File: config.mk
export PLATFORM = sky130hd
export DESIGN_NAME = sign_unit_seq
export DESIGN_NICKNAME = d
export VERILOG_FILES = /design/src/rtl/sign_unit_seq.sv
export SDC_FILE = /design/constraint.sdc
export NUM_CORES = 1
export LEC_CHECK = 0
export CAP_MARGIN = 20
export CORE_MARGIN = 2
export CORE_UTILIZATION = 52
export CTS_BUF_LIST = sky130_fd_sc_hd__clkbuf_4 sky130_fd_sc_hd__clkbuf_8
export DETAILED_ROUTE_END_ITERATION = 10
export PLACE_DENSITY = 0.82
export SYNTH_ARGS = -nofsm -noshare
export SYNTH_HDL_FRONTEND = slang
export SYNTH_SLANG_ARGS = --single-unit
File: constraint.sdc
create_clock -name clk -period 2.55 [get_ports clk]
set_input_delay 0.6375 -clock clk [delete_from_list [all_inputs] [get_ports clk]]
set_output_delay 0.6375 -clock clk [all_outputs]
set_load 0.01 [all_outputs]
File: src/rtl/sign_unit_seq.sv
// sign_unit_seq: digit-serial sign unit (PASS / NEG / ABS / NABS).
// Processes a WIDTH-bit two's-complement operand DIGIT bits per clock,
// LSB first, so a result appears N = WIDTH/DIGIT edges after acceptance.
// Optional macro SIGN_UNIT_SAT_EN: saturate overflowing results to the
// maximum positive value instead of returning the wrapped value.
//
// Handshake: a transfer happens on a rising edge where valid and ready are
// both high; valid is never withdrawn before that edge, and nothing may be
// inferred from ready while valid is low. One operand in flight at a time.
module sign_unit_seq #(
  parameter int WIDTH = 16,
  parameter int DIGIT = 4
) (
  input  logic             clk,
  input  logic             rst,
  input  logic             in_valid,
  output logic             in_ready,
  input  logic [WIDTH-1:0] in_num,
  input  logic [1:0]       mode,
  output logic             out_valid,
  input  logic             out_ready,
  output logic [WIDTH-1:0] out_num,
  output logic             ovf,
  output logic             zero
);

  localparam int N  = WIDTH / DIGIT;
  localparam int CW = (N > 1) ? $clog2(N) : 1;

  localparam logic [1:0] MODE_PASS = 2'b00;
  localparam logic [1:0] MODE_NEG  = 2'b01;
  localparam logic [1:0] MODE_ABS  = 2'b10;
  localparam logic [1:0] MODE_NABS = 2'b11;

  typedef enum logic [1:0] {
    S_IDLE = 2'b00,
    S_BUSY = 2'b01,
    S_DONE = 2'b10
  } state_t;

  state_t           r_state;
  state_t           w_next_state;

  logic [WIDTH-1:0] r_shift;
  logic [CW-1:0]    r_cnt;
  logic             r_carry;
  logic             r_neg_en;
  logic             r_ovf_pend;
  logic [WIDTH-1:0] r_out_num;
  logic             r_ovf;
  logic             r_zero;

  logic             w_neg_en;
  logic             w_is_min;
  logic [DIGIT-1:0] w_slice;
  logic             w_cout;
  logic [WIDTH-1:0] w_shift_next;
  logic [WIDTH-1:0] w_result;
  logic             w_last;

  // Negate decision taken from the operand and mode presented at acceptance.
  always_comb begin
    w_neg_en = 1'b0;
    case (mode)
      MODE_PASS: w_neg_en = 1'b0;
      MODE_NEG:  w_neg_en = 1'b1;
      MODE_ABS:  w_neg_en = in_num[WIDTH-1];
      MODE_NABS: w_neg_en = ~in_num[WIDTH-1];
      default:   w_neg_en = 1'b0;
    endcase
  end

  assign w_is_min = (in_num == {1'b1, {(WIDTH-1){1'b0}}});
  assign w_last   = (r_cnt == CW'(N - 1));

  // One digit of conditional invert-and-increment; carry ripples across edges.
  assign {w_cout, w_slice} = {1'b0, r_shift[DIGIT-1:0] ^ {DIGIT{r_neg_en}}}
                             + {{DIGIT{1'b0}}, r_carry};

  generate
    if (N == 1) begin : g_single
      assign w_shift_next = w_slice;
    end else begin : g_multi
      assign w_shift_next = {w_slice, r_shift[WIDTH-1:DIGIT]};
    end
  endgenerate

`ifdef SIGN_UNIT_SAT_EN
  assign w_result = r_ovf_pend ? {1'b0, {(WIDTH-1){1'b1}}} : w_shift_next;
`else
  assign w_result = w_shift_next;
`endif

  // State register.
  always_ff @(posedge clk or posedge rst) begin
    if (rst) r_state <= S_IDLE;
    else     r_state <= w_next_state;
  end

  // Next-state logic.
  always_comb begin
    w_next_state = r_state;
    case (r_state)
      S_IDLE:  if (in_valid)  w_next_state = S_BUSY;
      S_BUSY:  if (w_last)    w_next_state = S_DONE;
      S_DONE:  if (out_ready) w_next_state = S_IDLE;
      default: w_next_state = S_IDLE;
    endcase
  end

  // Handshake outputs decoded from state; in_ready held low during reset.
  always_comb begin
    in_ready  = (r_state == S_IDLE) && !rst;
    out_valid = (r_state == S_DONE);
  end

  // Datapath: latch at acceptance, shift one digit per BUSY edge, capture result.
  always_ff @(posedge clk or posedge rst) begin
    if (rst) begin
      r_shift    <= '0;
      r_cnt      <= '0;
      r_carry    <= 1'b0;
      r_neg_en   <= 1'b0;
      r_ovf_pend <= 1'b0;
      r_out_num  <= '0;
      r_ovf      <= 1'b0;
      r_zero     <= 1'b0;
    end else begin
      case (r_state)
        S_IDLE: begin
          if (in_valid) begin
            r_shift    <= in_num;
            r_neg_en   <= w_neg_en;
            r_carry    <= w_neg_en;
            r_cnt      <= '0;
            // NABS of the most-negative value is representable, so no overflow.
            r_ovf_pend <= w_neg_en && w_is_min && (mode != MODE_NABS);
          end
        end
        S_BUSY: begin
          r_shift <= w_shift_next;
          r_carry <= w_cout;
          r_cnt   <= r_cnt + CW'(1);
          if (w_last) begin
            r_out_num <= w_result;
            r_ovf     <= r_ovf_pend;
            r_zero    <= (w_result == '0);
          end
        end
        default: ;
      endcase
    end
  end

  assign out_num = r_out_num;
  assign ovf     = r_ovf;
  assign zero    = r_zero;

endmodule
==> results_dict.tcl <==
set metrics [dict create \
    cts_root_buffer "clkbuf_4" \
    antenna_found_initial 0 \
    grt_max_degree 42 \
    r2r-end "zero" \
    path_clk_slew_ns 0.13 \
    clkLatencyLatePin_ns 0.36 \
    setup_tns_ns 0 \
    synth_sequential_area_ratio 0.540 \
    ctsHoldBuffers 0 \
    syn_to_final_growth_pct 29.7 \
    post-route-drc-count 0 \
    grt_pass1_wl_mm 7.79 \
    nets 256 \
    start_kind "input pin" \
    gp_congestion 0.797 \
    clock.fmax_ghz 0.418 \
    rsz0062_at_grt "no" \
    p_leak_uw 0.00106 \
    cts_resized 0 \
    clock_sinks 41 \
    ys_types 34 \
    via_per_inst 5.76 \
    hp-start "r_ovf_pend" \
    p_per_area_nw_per_um2 1310 \
    vdd_drop_max_uv 993 \
    syn_nets 213 \
    maxCapViolCount 0 \
    slew-limit-headroom 0.460 \
    crit_required_ns 1.91 \
    setup_viol 0 \
    timing.final.crit_share 0.938 \
    grt-ovfl-total 0 \
    vias 1601 \
    hpwl_mm 3.16 \
    boundaryPins 42 \
    cts_tree "built" \
    syn-cell-area_um2 1900 \
    wl_per_cell_um 16.3 \
    clock_path_buffers 2 \
    core-area_um2 3420 \
    hold_path_class "reg -> reg" \
    first_iter_violations 95 \
    period_minus_slack_ns 2.39 \
    yosysWarnings 0 \
    initial_core_util 0.556 \
    h-tree-depth 2 \
    firstDrtPassIters 4 \
    drive_gt1_frac 0.0733 \
    grtUsageTotal 0.245 \
    critical_path.max_fanout 2 \
    ys_ff_latch 41 \
    worstPathArrival_ns 1.76 \
    clock_skew_ns 0.0103 \
    r2r_cells 6 \
    worst_pin_slew_ns 0.808 \
    die_y_um 64.4 \
    final-hold-violation-count 0 \
    crit_path_end_kind "output port" \
    syn_avg_cell_area_um2 10.1 \
    regToRegSetupSlack_ns 0.34 \
    dieArea_um2 4150 \
    rows 21 \
    drt_wl_total_mm 4.54 \
    cts_setup_buffers 0 \
    hold_end "r_ovf_pend" \
    syn-instance-count 188 \
    slew_viol_final 0 \
    run_status "finished clean" \
    hold_ws_ns 0.489 \
    regToRegStartpoint "r_neg_en" \
    antenna_left 0 \
    grt_pass1_vias 1604 \
    diodes 0 \
    total_power_uw 3220 \
    die_width_um 64.4 \
    critPathKind "in -> out" \
    port_buffers 41 \
    hold_path_depth 2 \
    cts_made_buffers 5 \
]
==> power by group <==
group          total (µW)  switching, µW  internal, µW  leakage, µW
clock                 527            224           303    0.0000552
combinational        1440            736           700     0.000520
sequential           1250            288           964     0.000486
total                3220           1250          1970      0.00106
==> flip-flops by register name, indices dropped and copies added, names as in the netlist <==
register,flops
r_shift,16
zero,1
r_state,2
r_carry,1
out_num,16
r_ovf_pend,1
r_cnt,2
ovf,1
r_neg_en,1
==> worst max-delay path, stage by stage <==
cell and delay (ns):
clkdlybuf4s50_1 0.41, nor3_1 0.14, clkdlybuf4s50_1 0.56
==> worst max-delay path by stage <==
stage | from | to | slack (ns)
3_5_place_dp | rst | in_ready | 0.17
6_report | rst | in_ready | 0.16
4_1_cts | rst | in_ready | 0.16
3_3_place_gp | rst | in_ready | 0.17
2_1_floorplan | r_neg_en | zero | 0.55
5_1_grt | rst | in_ready | 0.09
==> metrics by stage <==
stage	cell area (µm²)	setup slack, ns	util	cells
after floorplan	1900	0.552	-	188
after global placement	2360	0.166	0.691	270
after detailed placement	2360	0.174	0.691	270
after CTS	2460	0.155	0.721	278
after global routing	2460	0.0919	0.721	278
final	2460	0.157	0.721	278
==> Yosys cell counts <==
cell,n,share of area
a211oi_1,1,0.0040
a21o_1,1,0.0040
a21oi_1,2,0.0053
a22oi_1,2,0.0079
a31oi_1,14,0.046
a32o_2,1,0.0059
a32oi_1,1,0.0046
and2_1,1,0.0033
and2b_1,1,0.0040
buf_2,6,0.016
buf_4,1,0.0040
clkbuf_1,3,0.0059
dfrtp_1,41,0.54
ha_1,3,0.020
inv_1,3,0.0059
mux2_1,14,0.083
mux2_2,1,0.0059
nand2_1,41,0.081
nand2b_1,5,0.016
nand4_1,1,0.0033
nor2_1,17,0.034
nor2b_1,1,0.0033
nor3_1,1,0.0026
nor3b_1,1,0.0040
nor4_1,5,0.016
nor4_2,1,0.0066
nor4b_1,1,0.0046
o21ai_0,8,0.021
o21ai_1,1,0.0026
o22ai_1,1,0.0033
o31ai_1,1,0.0040
or4_1,1,0.0040
xnor2_1,4,0.018
xor2_1,2,0.0092
==> cells in the final DEF (no fill, tap or decap), types with 2 or more instances in the layout <==
cell / instances
a21oi_1: 2
a22oi_1: 2
a31oi_1: 14
buf_4: 5
bufinv_16: 2
clkbuf_4: 5
clkdlybuf4s50_1: 41
dfrtp_1: 41
ha_1: 3
inv_1: 3
mux2_1: 14
nand2_1: 41
nand2b_1: 5
nor2_1: 17
nor4_1: 5
o21ai_0: 8
xnor2_1: 4
xor2_1: 2
==> area by class of cell <==
type,count,area [µm²]
Sequential cell,41,1030
Fill cell,273,952
Multi-Input combinational cell,134,818
Timing Repair Buffer,46,448
Clock inverter,3,65.1
Tap cell,46,57.6
Clock buffer,5,37.5
Inverter,3,11.3
==> logic make-up (layout without fill, tap and decap cells) <==
family | after synthesis | in the layout | share of synthesized area
flops | 41 | 41 | 0.540
simple gates | 77 | 77 | 0.183
mux | 15 | 15 | 0.0889
compound gates | 33 | 33 | 0.109
xor+xnor | 6 | 6 | 0.0277
buf+inv | 13 | 57 | 0.0316
fa+ha+maj | 3 | 3 | 0.0198
==> layer usage <==
| layer | track usage | vias up | share of wire |
|---|---|---|---|
| li1 | - | 736 | - |
| met1 | 0.335 | 794 | 0.43 |
| met2 | 0.396 | 67 | 0.50 |
| met3 | 0.0486 | 4 | 0.060 |
| met4 | 0.0771 | 0 | 0.010 |
| met5 | 0 | - | 0 |
(Power assumes the default switching activity.)
